File: src/rtl/extio_arbiter_pkg.sv
// -----------------------------------------------------------------------------
// extio_arbiter_pkg
// Shared SoC definitions for the external-I/O window (0x4000_0000-0x4FFF_FFFF):
//   - axi_extio_t : peripheral index order (GPIO=0 .. BOOT=4)
//   - *Base       : peripheral base addresses, all ExtIOLength (64 KiB) long
//   - ExtIOTimeout: default cycles allowed before an error response
//   - state_t     : extio_arbiter FSM states
//   - extio_base(): base address lookup by peripheral index
// -----------------------------------------------------------------------------
package extio_arbiter_pkg;

    typedef enum logic [2:0] {
        EXTIO_GPIO = 3'd0,
        EXTIO_ETH  = 3'd1,
        EXTIO_SPI  = 3'd2,
        EXTIO_UART = 3'd3,
        EXTIO_BOOT = 3'd4
    } axi_extio_t;

    localparam int unsigned NrExtIO      = 5;
    localparam int unsigned ExtIOTimeout = 1024;

    localparam logic [63:0] ExtIOLength = 64'h0000_0000_0001_0000;
    localparam logic [63:0] BootBase    = 64'h0000_0000_4000_0000;
    localparam logic [63:0] UartBase    = 64'h0000_0000_4100_0000;
    localparam logic [63:0] SpiBase     = 64'h0000_0000_4200_0000;
    localparam logic [63:0] EthBase     = 64'h0000_0000_4300_0000;
    localparam logic [63:0] GpioBase    = 64'h0000_0000_4400_0000;

    typedef enum logic [1:0] {
        ST_IDLE  = 2'd0,
        ST_ISSUE = 2'd1,
        ST_WAIT  = 2'd2,
        ST_RESP  = 2'd3
    } state_t;

    function automatic logic [63:0] extio_base(input axi_extio_t idx);
        logic [63:0] base;
        base = GpioBase;
        case (idx)
            EXTIO_GPIO: base = GpioBase;
            EXTIO_ETH:  base = EthBase;
            EXTIO_SPI:  base = SpiBase;
            EXTIO_UART: base = UartBase;
            EXTIO_BOOT: base = BootBase;
            default:    base = GpioBase;
        endcase
        return base;
    endfunction

endpackage

File: src/rtl/extio_arbiter_rr_arbiter.sv
// -----------------------------------------------------------------------------
// extio_arbiter_rr_arbiter
// Combinational round-robin picker. The search starts at i_rr and wraps, so
// the master at i_rr has top priority, then i_rr+1, and so on.
//   i_req   : request per master
//   i_rr    : index with highest priority this round
//   o_gnt   : one-hot winner
//   o_idx   : binary winner index
//   o_valid : some request was present
// -----------------------------------------------------------------------------
module extio_arbiter_rr_arbiter #(
    parameter int unsigned NrMasters = 2,
    parameter int unsigned IdxW      = 1
) (
    input  logic [NrMasters-1:0] i_req,
    input  logic [IdxW-1:0]      i_rr,
    output logic [NrMasters-1:0] o_gnt,
    output logic [IdxW-1:0]      o_idx,
    output logic                 o_valid
);

    int unsigned w_pos;
    logic        w_found;

    always_comb begin
        o_gnt   = '0;
        o_idx   = '0;
        w_found = 1'b0;
        w_pos   = 0;
        for (int unsigned off = 0; off < NrMasters; off++) begin
            // i_rr is always < NrMasters, so one subtraction wraps.
            w_pos = int'(i_rr) + off;
            if (w_pos >= NrMasters) begin
                w_pos = w_pos - NrMasters;
            end
            if (!w_found && i_req[w_pos]) begin
                w_found      = 1'b1;
                o_gnt[w_pos] = 1'b1;
                o_idx        = IdxW'(w_pos);
            end
        end
        o_valid = w_found;
    end

endmodule

File: src/rtl/extio_arbiter.sv
// -----------------------------------------------------------------------------
// extio_arbiter
// Shares the external-I/O window between NrMasters masters and routes one
// transaction at a time to one of NrPeriph peripherals (index order from
// axi_extio_t). Unmapped addresses and peripherals that do not complete within
// TimeoutCycles (must be >= 2) get an error response with rdata = 0.
// Ports:
//   clk_i, rst_ni          : clock, asynchronous active-low reset
//   m_req_i .. m_be_i      : master request fields, sampled in the grant cycle
//   m_gnt_o                : combinational one-hot grant (IDLE only)
//   m_rvalid_o, m_rdata_o,
//   m_err_o                : one-cycle registered response to the winner
//   p_req_o .. p_be_o      : registered one-hot peripheral request + fields
//   p_gnt_i, p_rvalid_i,
//   p_rdata_i              : peripheral handshake and read data
// -----------------------------------------------------------------------------
module extio_arbiter
    import extio_arbiter_pkg::*;
#(
    parameter int unsigned NrMasters     = 2,
    parameter int unsigned NrPeriph      = NrExtIO,
    parameter int unsigned TimeoutCycles = ExtIOTimeout
) (
    input  logic                          clk_i,
    input  logic                          rst_ni,
    input  logic [NrMasters-1:0]          m_req_i,
    input  logic [NrMasters-1:0][63:0]    m_addr_i,
    input  logic [NrMasters-1:0]          m_we_i,
    input  logic [NrMasters-1:0][63:0]    m_wdata_i,
    input  logic [NrMasters-1:0][7:0]     m_be_i,
    output logic [NrMasters-1:0]          m_gnt_o,
    output logic [NrMasters-1:0]          m_rvalid_o,
    output logic [63:0]                   m_rdata_o,
    output logic                          m_err_o,
    output logic [NrPeriph-1:0]           p_req_o,
    output logic [63:0]                   p_addr_o,
    output logic                          p_we_o,
    output logic [63:0]                   p_wdata_o,
    output logic [7:0]                    p_be_o,
    input  logic [NrPeriph-1:0]           p_gnt_i,
    input  logic [NrPeriph-1:0]           p_rvalid_i,
    input  logic [NrPeriph-1:0][63:0]     p_rdata_i
);

    localparam int unsigned IdxW = (NrMasters > 1) ? $clog2(NrMasters) : 1;
    localparam int unsigned CntW = $clog2(TimeoutCycles);
    localparam int unsigned TgtW = $bits(axi_extio_t);

    // ---------------------------------------------------------------- state
    state_t                 r_state;
    logic [IdxW-1:0]        r_rr;
    logic [IdxW-1:0]        r_winner;
    logic [TgtW-1:0]        r_tgt;
    logic [CntW-1:0]        r_cnt;
    logic [NrPeriph-1:0]    r_preq;
    logic [63:0]            r_addr;
    logic                   r_we;
    logic [63:0]            r_wdata;
    logic [7:0]             r_be;
    logic [NrMasters-1:0]   r_rvalid;
    logic [63:0]            r_rdata;
    logic                   r_err;

    // ---------------------------------------------------------------- arbiter
    logic [NrMasters-1:0]   w_arb_gnt;
    logic [IdxW-1:0]        w_arb_idx;
    logic                   w_arb_valid;

    extio_arbiter_rr_arbiter #(
        .NrMasters (NrMasters),
        .IdxW      (IdxW)
    ) u_rr_arbiter (
        .i_req   (m_req_i),
        .i_rr    (r_rr),
        .o_gnt   (w_arb_gnt),
        .o_idx   (w_arb_idx),
        .o_valid (w_arb_valid)
    );

    // ---------------------------------------------------------------- decode
    logic [63:0]            w_sel_addr;
    logic                   w_hit;
    logic [TgtW-1:0]        w_tgt;
    logic [NrPeriph-1:0]    w_tgt_oh;

    assign w_sel_addr = m_addr_i[w_arb_idx];

    always_comb begin
        w_hit    = 1'b0;
        w_tgt    = '0;
        w_tgt_oh = '0;
        for (int unsigned i = 0; i < NrPeriph; i++) begin
            if ((w_sel_addr & ~(ExtIOLength - 64'd1)) ==
                extio_base(axi_extio_t'(TgtW'(i)))) begin
                w_hit       = 1'b1;
                w_tgt       = TgtW'(i);
                w_tgt_oh    = '0;
                w_tgt_oh[i] = 1'b1;
            end
        end
    end

    // ---------------------------------------------------------------- helpers
    logic                   w_p_gnt;
    logic                   w_p_rvalid;
    logic [63:0]            w_resp_data;
    logic                   w_timeout;
    logic [NrMasters-1:0]   w_winner_oh;
    logic [IdxW-1:0]        w_rr_next;

    assign w_p_gnt     = p_gnt_i[r_tgt];
    assign w_p_rvalid  = p_rvalid_i[r_tgt];
    // Writes always return zero data, whatever the peripheral drives.
    assign w_resp_data = r_we ? 64'd0 : p_rdata_i[r_tgt];
    assign w_timeout   = (r_cnt == CntW'(TimeoutCycles - 1));
    assign w_rr_next   = (r_winner == IdxW'(NrMasters - 1)) ? '0
                                                            : r_winner + IdxW'(1);

    always_comb begin
        w_winner_oh           = '0;
        w_winner_oh[r_winner] = 1'b1;
    end

    // ---------------------------------------------------------------- FSM
    always_ff @(posedge clk_i or negedge rst_ni) begin
        if (!rst_ni) begin
            r_state  <= ST_IDLE;
            r_rr     <= '0;
            r_winner <= '0;
            r_tgt    <= '0;
            r_cnt    <= '0;
            r_preq   <= '0;
            r_addr   <= '0;
            r_we     <= 1'b0;
            r_wdata  <= '0;
            r_be     <= '0;
            r_rvalid <= '0;
            r_rdata  <= '0;
            r_err    <= 1'b0;
        end else begin
            r_rvalid <= '0;
            case (r_state)
                ST_IDLE: begin
                    if (w_arb_valid) begin
                        r_addr   <= w_sel_addr;
                        r_we     <= m_we_i[w_arb_idx];
                        r_wdata  <= m_wdata_i[w_arb_idx];
                        r_be     <= m_be_i[w_arb_idx];
                        r_winner <= w_arb_idx;
                        r_tgt    <= w_tgt;
                        r_cnt    <= '0;
                        if (w_hit) begin
                            r_preq  <= w_tgt_oh;
                            r_state <= ST_ISSUE;
                        end else begin
                            r_rvalid <= w_arb_gnt;
                            r_rdata  <= '0;
                            r_err    <= 1'b1;
                            r_state  <= ST_RESP;
                        end
                    end
                end
                ST_ISSUE: begin
                    r_cnt <= r_cnt + CntW'(1);
                    // A response alongside the grant completes immediately;
                    // a bare grant at the last allowed cycle still times out.
                    if (w_p_gnt && w_p_rvalid) begin
                        r_preq   <= '0;
                        r_rvalid <= w_winner_oh;
                        r_rdata  <= w_resp_data;
                        r_err    <= 1'b0;
                        r_state  <= ST_RESP;
                    end else if (w_timeout) begin
                        r_preq   <= '0;
                        r_rvalid <= w_winner_oh;
                        r_rdata  <= '0;
                        r_err    <= 1'b1;
                        r_state  <= ST_RESP;
                    end else if (w_p_gnt) begin
                        r_preq  <= '0;
                        r_state <= ST_WAIT;
                    end
                end
                ST_WAIT: begin
                    r_cnt <= r_cnt + CntW'(1);
                    if (w_p_rvalid) begin
                        r_rvalid <= w_winner_oh;
                        r_rdata  <= w_resp_data;
                        r_err    <= 1'b0;
                        r_state  <= ST_RESP;
                    end else if (w_timeout) begin
                        r_rvalid <= w_winner_oh;
                        r_rdata  <= '0;
                        r_err    <= 1'b1;
                        r_state  <= ST_RESP;
                    end
                end
                ST_RESP: begin
                    r_rr    <= w_rr_next;
                    r_rdata <= '0;
                    r_err   <= 1'b0;
                    r_state <= ST_IDLE;
                end
                default: r_state <= ST_IDLE;
            endcase
        end
    end

    // ---------------------------------------------------------------- outputs
    // Grant is combinational; it is masked while reset is held so that all
    // outputs read zero during reset even with requests pending.
    assign m_gnt_o    = (r_state == ST_IDLE && rst_ni) ? w_arb_gnt : '0;
    assign m_rvalid_o = r_rvalid;
    assign m_rdata_o  = r_rdata;
    assign m_err_o    = r_err;
    assign p_req_o    = r_preq;
    assign p_addr_o   = r_addr;
    assign p_we_o     = r_we;
    assign p_wdata_o  = r_wdata;
    assign p_be_o     = r_be;

endmodule

File: config.mk
export PLATFORM = sky130hd
export DESIGN_NAME = extio_arbiter
export DESIGN_NICKNAME = d
export VERILOG_FILES = /design/src/rtl/extio_arbiter_pkg.sv /design/src/rtl/extio_arbiter_rr_arbiter.sv /design/src/rtl/extio_arbiter.sv
export SDC_FILE = /design/constraint.sdc
export NUM_CORES = 1
export LEC_CHECK = 0
export ABC_AREA = 1
export CAP_MARGIN = 40
export CORE_AREA = 5 5 315 317
export CTS_CLUSTER_DIAMETER = 100
export CTS_CLUSTER_SIZE = 40
export DETAILED_ROUTE_END_ITERATION = 10
export DIE_AREA = 0 0 320 322
export GPL_ROUTABILITY_DRIVEN = 0
export PLACE_DENSITY = 0.37
export SLEW_MARGIN = 20
export SYNTH_ARGS = -nofsm -noshare
export SYNTH_HDL_FRONTEND = slang
export SYNTH_SLANG_ARGS = --single-unit
File: constraint.sdc
create_clock -name clk_i -period 6.5 [get_ports clk_i]
set_clock_uncertainty 0.05 [all_clocks]
set_input_delay 1.95 -clock clk_i [delete_from_list [all_inputs] [get_ports clk_i]]
set_output_delay 1.95 -clock clk_i [all_outputs]
set_load 0.005 [all_outputs]
; ---- Word-level counts from Yosys, hierarchy flattened
; Cells that the tools add are included.
[word_totals]
out_inout_bits = 211
reg_bits = 226
input_bits = 608
[classes]
order_cmp = 10
eq_ne = 14
n_bitwise = 1
addsub = 5
reduce_logical = 16
mux = 83
[ops]
columns = cell, count
row1 = $mux 64, 11
row2 = $pmux 64 s4, 1
row3 = $eq 48x15->1 const B, 5
row4 = $bmux 64 s3, 1
row5 = $ge 32x1->1 const B, 2
row6 = $lt 32x2->1 const B, 2
row7 = $mux 32, 2
row8 = $mux 2, 18
row9 = $ge 32x2->1 const B, 1
row10 = $sub 32x2->32 const B, 1
row11 = $mux 5, 6
row12 = $mux 1, 28
row13 = $pmux 10 s2, 1
row14 = $mux 8, 2
row15 = $add 10x1->10 const B, 1
row16 = $eq 10x10->1 const B, 1
row17 = $mux 10, 1
row18 = $pmux 5 s2, 1
row19 = $pmux 2 s4, 1
row20 = $bmux 1 s3, 2
row21 = $logic_and 1x1->1, 6
row22 = $mux 3, 2
row23 = $pmux 2 s3, 1
row24 = $reduce_and 2->1, 3
row25 = 23 further kinds, 29

; ---- Longest topological paths before layout
; Gate-level depths: netlist (run 1).
[logic_depth]
ltp_word = 19
ltp_mapped = 19
ltp_nobuf = 16

; ---- Hierarchy
; From an unflattened synthesis (run 1), not the netlist that was laid out.
[unflattened]
hier_cells = 2515
hier_area_um2 = 15775.1
[by_module_without_submodules]
columns = mod, area_each_um2, instances, cells_per_inst, seq_area_each_um2
row1 = extio_arbiter, 15720.1, 1, 2501, 5655.4
row2 = extio_arbiter_rr_arbiter, 55.1, 1, 14, 0.0

; ---- Worst setup path after synthesis (run 1)
; OpenSTA, ideal clock, no wires.
[synth_timing]
kind = input port to output port
start = input port m_req_i[0]
end = output port m_gnt_o[1]
slack_ps = 1588
required_time_ps = 4500
stages = 8
path_buffers = 3
t_arrival_ps = 2912
path_cell_list = nand2_4 > nand2_4 > buf_4 > buf_4 > clkbuf_1 > nor2_1 > inv_1 > nor2_1
[synth_between]
elab_chain_cells = 7
[synth_rtl]
columns = item, line
row1 = from (decl), extio_arbiter.sv:26  ; input logic [NrMasters-1:0] m_req_i,
row2 = $mux 1 (implied by the code) (2 in a row), extio_arbiter_rr_arbiter.sv:36  ; if (!w_found && i_req[w_pos]) begin
row3 = $mux 1, extio_arbiter_rr_arbiter.sv:36
row4 = $logic_not 1->1, extio_arbiter_rr_arbiter.sv:36
row5 = $logic_and 1x1->1, extio_arbiter_rr_arbiter.sv:36
row6 = $mux 2 *, extio_arbiter_rr_arbiter.sv:36
row7 = $mux 2 *, extio_arbiter.sv:212  ; assign m_gnt_o = (r_state == ST_IDLE && rst_ni) ? w_arb_gnt : '0;
row8 = to (decl), extio_arbiter.sv:31  ; output logic [NrMasters-1:0] m_gnt_o,
; Every way passes the cells marked *; elsewhere a longest branch is shown, timed or not. The select of a mux whose other input is x is not followed.

; ---- Final worst setup path (run 1)
; Ends and elaborated chain as after synthesis.

==> reports/results.ini, run 1 <==
[detailed_routing]
drtIter0Drc=943
routed_wl_um=89500
wl_per_cell_um=22.3
routed_via_density=4.21
drt-pass1-iter-count=5
drcViolationCount=0
ant_nets=0
vias=16900

[setup_path]
critPathRequiredTime_ns=4.50
reg2reg_to=m_rdata_o[0]
cp-end-kind=primary output
critPathMaxFanout=5
cp_slowest_cell=clkdlybuf4s50_1
cp-startpoint=m_req_i[0]
critical_path_class=input pin to primary output
crit_chain=clkdlybuf4s50_1 -> nand2_4 -> nand2_4 -> nor2_1 -> inv_1 -> nor2_1 -> clkdlybuf4s50_1
regToRegSetupSlack_ns=2.67
timing.rr.start=r_tgt[0]
cp-start-kind=input pin
max_stage_delay_ns=0.60
worst-r2r-cell-count=14
cp-endpoint=m_gnt_o[1]
crit_arrival_ns=3.74

[synth]
synth_compound_area_share_pct=22.8
synthDistinctLibCells=35
syn_area_mm2=0.0138
synth_simple_gate_area_share_pct=28.2
synth_nets=2617
synth_top_area_share_pct=41.0
yosysTopAreaCell=dfrtp_1
synth_top_family_by_area=simple AND/OR/NAND/NOR gates
synthXorXnorAreaFrac_pct=0.127
ys_ff_latch=226
synth-warning-count=0
synthMuxAreaShare_pct=0
synthCells=2002
synth-edff-count=0
synthTopCellsByArea=dfrtp_1, nand2_1, nor2_1
ys_async_sr_fraction_pct=100
ys_seq_area_share_pct=41.0
synth_adder_area_share_pct=0.636
synth.avg_cell_area_um2=6.88
synth_flop_cell=dfrtp_1

[sta]
tightest_slew_ns=0.893
setup_tns_ns=0
slew-limit-headroom_pct=40.5
period_share_pct=88.3
setup_slack_ns=0.759
fmax_mhz=174
fin_crit_ns=5.74
rsz0062_at_grt=false
timing.final.hold_violations=0
setup_viol=0
final-max-slew-violation-count=0

[floorplanning]
start_util_pct=14.4
io_pins=819
rows=114
dieArea_mm2=0.103
die_x_um=320
die_y_um=322
core_area_mm2=0.0960

[clock_tree]
htree_num_levels=1
cts_buffer_depth=3
cts_buffers=23
insertion_delay_ns=0.58
ctsHoldBuffers=0
cts_tree=done
clk_pin_slew_ns=0.08
clkSinkCount=226
cts_setup_buffers=0
clock-root-buffer=clkbuf_16
post_cts_resized=0

[power]
power.total_mw=7.88
powerDensity_mw_per_mm2=327
p_sw_mw=3.39
p_clk_share_pct=18.9
internal_power_mw=4.49
seqPwrFrac_pct=30.0
ir_drop_uv=291
p_sw_share_pct=43.0
p_leak_nw=9.73
power_frac_comb_pct=51.1

[finish]
drive_gt1_share_pct=3.43
final_cells=4024
fill_cells=10500
final_nets=3338
syn_to_final_growth_pct=74.9
final_cell_mix=clkdlybuf4s50_1, nand2_1, nor2_1, dfrtp_1, o21ai_0
layout_commonest_cell=clkdlybuf4s50_1
fin_area_mm2=0.0241

[grt]
grt_pass1_vias=17500
antenna_found_initial=31
gr-total-overflow=0
grt_util_all_layers_pct=16.3
grt_max_degree=188
grt_pass1_wl_um=126000

[hold_path]
hold_path_class=flop to flop
min_path_cells=1

[place]
placed_cell_area_mm2=0.0233
dp_hpwl_um=71400
port-buffer-count=818
dpl_worst_slack_ns=0.707
place_inst=3973

[flow_run]
drv_cap=0

[status]
status=finished clean

-- layer usage --
metal | global-route usage [%] | part of all wire, % | vias to the layer above
li1 | - | - | 8162
met1 | 18.3 | 38 | 7975
met2 | 30.1 | 51 | 656
met3 | 5.26 | 8.3 | 103
met4 | 3.47 | 2.2 | 32
met5 | 0 | 0.24 | -
-- logic make-up (layout without fill, tap and decap cells) --
group	count (synthesis)	count (layout)
AO/OA/AOI/OAI	550	550
other	0	8
XOR/XNOR	2	2
flip-flops	226	226
buffers and inverters	239	977
AND/OR/NAND/NOR	978	978
adder cells (fa/ha/maj)	7	7
-- state kept, by name (all words and copies together), names as in the netlist, 2 cells and up --
signal and flops:
p_req_o 5, p_wdata_o 64, r_state 2, p_addr_o 64, r_tgt 3, m_rdata_o 64
m_rvalid_o 2, p_be_o 8, r_cnt 10
-- worst max-delay path: cells and delay by family --
kind / cells / cell delay, ns
buffers and inverters: 3 / 1.24
AND/OR/NAND/NOR: 4 / 0.55
-- final cells by class --
class,count,area (um2),share of cell area [%]
Sequential cell,226,5660,23.5
Inverter,85,320,1.33
Timing Repair Buffer,850,8520,35.4
Clock buffer,26,597,2.48
Antenna cell,8,20.0,0.0831
Multi-Input combinational cell,1537,7180,29.8
Tap cell,1276,1600,6.62
Clock inverter,16,196,0.815
-- worst min path at each step --
stage	startpoint	endpoint	slack [ns]
final	r_cnt[9]	r_cnt[9]	0.43
after global placement	r_cnt[9]	r_cnt[9]	0.40
after detailed placement	r_cnt[9]	r_cnt[9]	0.41
after global routing	r_cnt[5]	r_cnt[5]	0.46
after CTS	r_cnt[9]	r_cnt[9]	0.42
after floorplan	r_cnt[9]	r_cnt[9]	0.38
-- synthesized netlist by cell type (5+ instances only) --
master    number
o31ai_1       31
buf_1          7
nor2_1       250
nand3b_1      31
a211oi_1      20
buf_6          5
a21oi_1       79
o22ai_1       60
ha_1           7
o221ai_1       6
nand2_1      643
buf_4          8
o21ai_0      185
inv_1         82
buf_2         16
a31oi_1      116
dfrtp_1      226
clkbuf_1     118
o21ai_1       47
nand3_1       37
-- power by group through the flow --
stage / Combinational [mW] / Sequential, mW / Clock (mW)
after floorplan: 1.71 / 2.28 / 0
after global placement: 4.11 / 2.39 / 0
after detailed placement: 4.14 / 2.40 / 0
after CTS: 4.15 / 2.39 / 1.57
after global routing: 4.45 / 2.44 / 1.61
final: 4.03 / 2.37 / 1.49
-- through the flow --
step / hold WS, ns / util [%]
after global placement: 0.400 / 24.2
after global routing: 0.460 / 25.1
after floorplan: 0.383 / -
after detailed placement: 0.409 / 24.2
final: 0.426 / 25.1
after CTS: 0.423 / 25.1
(Power assumes the default switching activity.)
==> run 2, diff against run 1 <==
--- a/config.mk
+++ b/config.mk
@@ -6,7 +6,7 @@
 export NUM_CORES = 1
 export LEC_CHECK = 0
 export ABC_AREA = 1
-export CAP_MARGIN = 40
+export CAP_MARGIN = 15
 export CORE_AREA = 5 5 315 317
 export CTS_CLUSTER_DIAMETER = 100
 export CTS_CLUSTER_SIZE = 40
==> run 2 against run 1 <==
Global-route usage about the same. Largest cell class unchanged. Design area is 0.70% lower. Utilization shrank 0.18 points. Total power down 1.6%. Sequential share of layout area up 0.17 points.
==> reports/results.ini, run 2 (same netlist as run 1, synthesis figures left out) <==
[status]
status=finished clean

[grt]
grt_util_all_layers_pct=16.2
grt_pass1_wl_um=126000
grt_max_degree=188
gr-total-overflow=0
grt_pass1_vias=17500
antenna_found_initial=20

[finish]
drive_gt1_share_pct=3.08
final_cells=4012
syn_to_final_growth_pct=73.7
fill_cells=10600
final_cell_mix=clkdlybuf4s50_1, nand2_1, nor2_1, dfrtp_1, o21ai_0
final_nets=3331
layout_commonest_cell=clkdlybuf4s50_1

[sta]
setup_viol=0
tightest_slew_ns=1.02
period_share_pct=89.5
rsz0062_at_grt=false
fin_crit_ns=5.81
final-max-slew-violation-count=0
slew-limit-headroom_pct=31.8
timing.final.hold_violations=0
setup_tns_ns=0
setup_slack_ns=0.685
fmax_mhz=172

[clock_tree]
cts_buffer_depth=3
insertion_delay_ns=0.57
clkSinkCount=226
ctsHoldBuffers=0
cts_setup_buffers=0
clock-root-buffer=clkbuf_16
clk_pin_slew_ns=0.09
post_cts_resized=0
cts_tree=done
htree_num_levels=1
cts_buffers=20

[setup_path]
worst-r2r-cell-count=13
critPathMaxFanout=5
cp-start-kind=input pin
cp-end-kind=primary output
crit_arrival_ns=3.81
critPathRequiredTime_ns=4.50
critical_path_class=input pin to primary output

[detailed_routing]
wl_per_cell_um=22.2
ant_nets=0
drt-pass1-iter-count=7
vias=16800
drcViolationCount=0
drtIter0Drc=903
routed_wl_um=89300
routed_via_density=4.19

[power]
ir_drop_uv=280
power.total_mw=7.75
power_frac_comb_pct=51.4
seqPwrFrac_pct=30.5
p_sw_mw=3.32
internal_power_mw=4.43
p_leak_nw=9.66
p_clk_share_pct=18.2
p_sw_share_pct=42.9
powerDensity_mw_per_mm2=324

[floorplanning]
io_pins=819
start_util_pct=14.4
rows=114
core_area_mm2=0.0960
die_x_um=320
dieArea_mm2=0.103
die_y_um=322

[place]
dp_hpwl_um=70800
dpl_worst_slack_ns=0.685
place_inst=3970
port-buffer-count=818

[hold_path]
min_path_cells=1
hold_path_class=flop to flop

[flow_run]
drv_cap=0

run 2: path summary, 6_finish.rpt:
kind	to	start	slack, ns
worst max-delay path	m_gnt_o[1]	m_req_i[0]	0.69
worst min-delay path	r_cnt[9]	r_cnt[9]	0.41
worst max register to register	m_rdata_o[50]	r_tgt[0]	2.40
worst min register to register	r_cnt[9]	r_cnt[9]	0.41
max in group asynchronous	m_rdata_o[4]	rst_ni	3.36
min in group asynchronous	p_wdata_o[21]	rst_ni	1.21
run 2: metrics by stage:
step / area, um2 / hold WS [ns] / utilization [%]
2_1_floorplan: 13800 / 0.383 / -
3_3_place_gp: 23200 / 0.400 / 24.2
3_5_place_dp: 23200 / 0.406 / 24.2
4_1_cts: 23900 / 0.415 / 24.9
5_1_grt: 23900 / 0.452 / 24.9
6_report: 23900 / 0.412 / 24.9
run 2: worst max-delay path, stage by stage:
cell	delay, ns
clkdlybuf4s50_1	0.56
nand2_4	0.16
nand2_4	0.05
nor2_1	0.15
inv_1	0.09
nor2_1	0.23
clkdlybuf4s50_1	0.62
run 2: per-layer routing:
layer	vias up	GRT usage (%)	part of all wire (%)
met5	-	0	0.14
met1	7908	18.2	38
met3	89	5.11	8.3
li1	8142	-	-
met2	669	30.5	52
met4	20	2.91	1.9
run 2: layout make-up:
cell class	instances	area [um2]	area share [%]
repair buffers	846	8430	35.2
diodes	6	15.0	0.0627
well taps	1276	1600	6.67
clock buffers	23	522	2.18
flip-flops and latches	226	5660	23.7
multi-input cells	1537	7180	30.0
inverters	85	320	1.34
clock inverters	13	203	0.847
run 2: power by group through the flow:
stage	Combinational (mW)	Sequential [mW]	Clock (mW)
2_1_floorplan	1.71	2.28	0
3_3_place_gp	4.11	2.39	0
3_5_place_dp	4.10	2.40	0
4_1_cts	4.11	2.38	1.48
5_1_grt	4.38	2.44	1.52
6_report	3.98	2.36	1.41
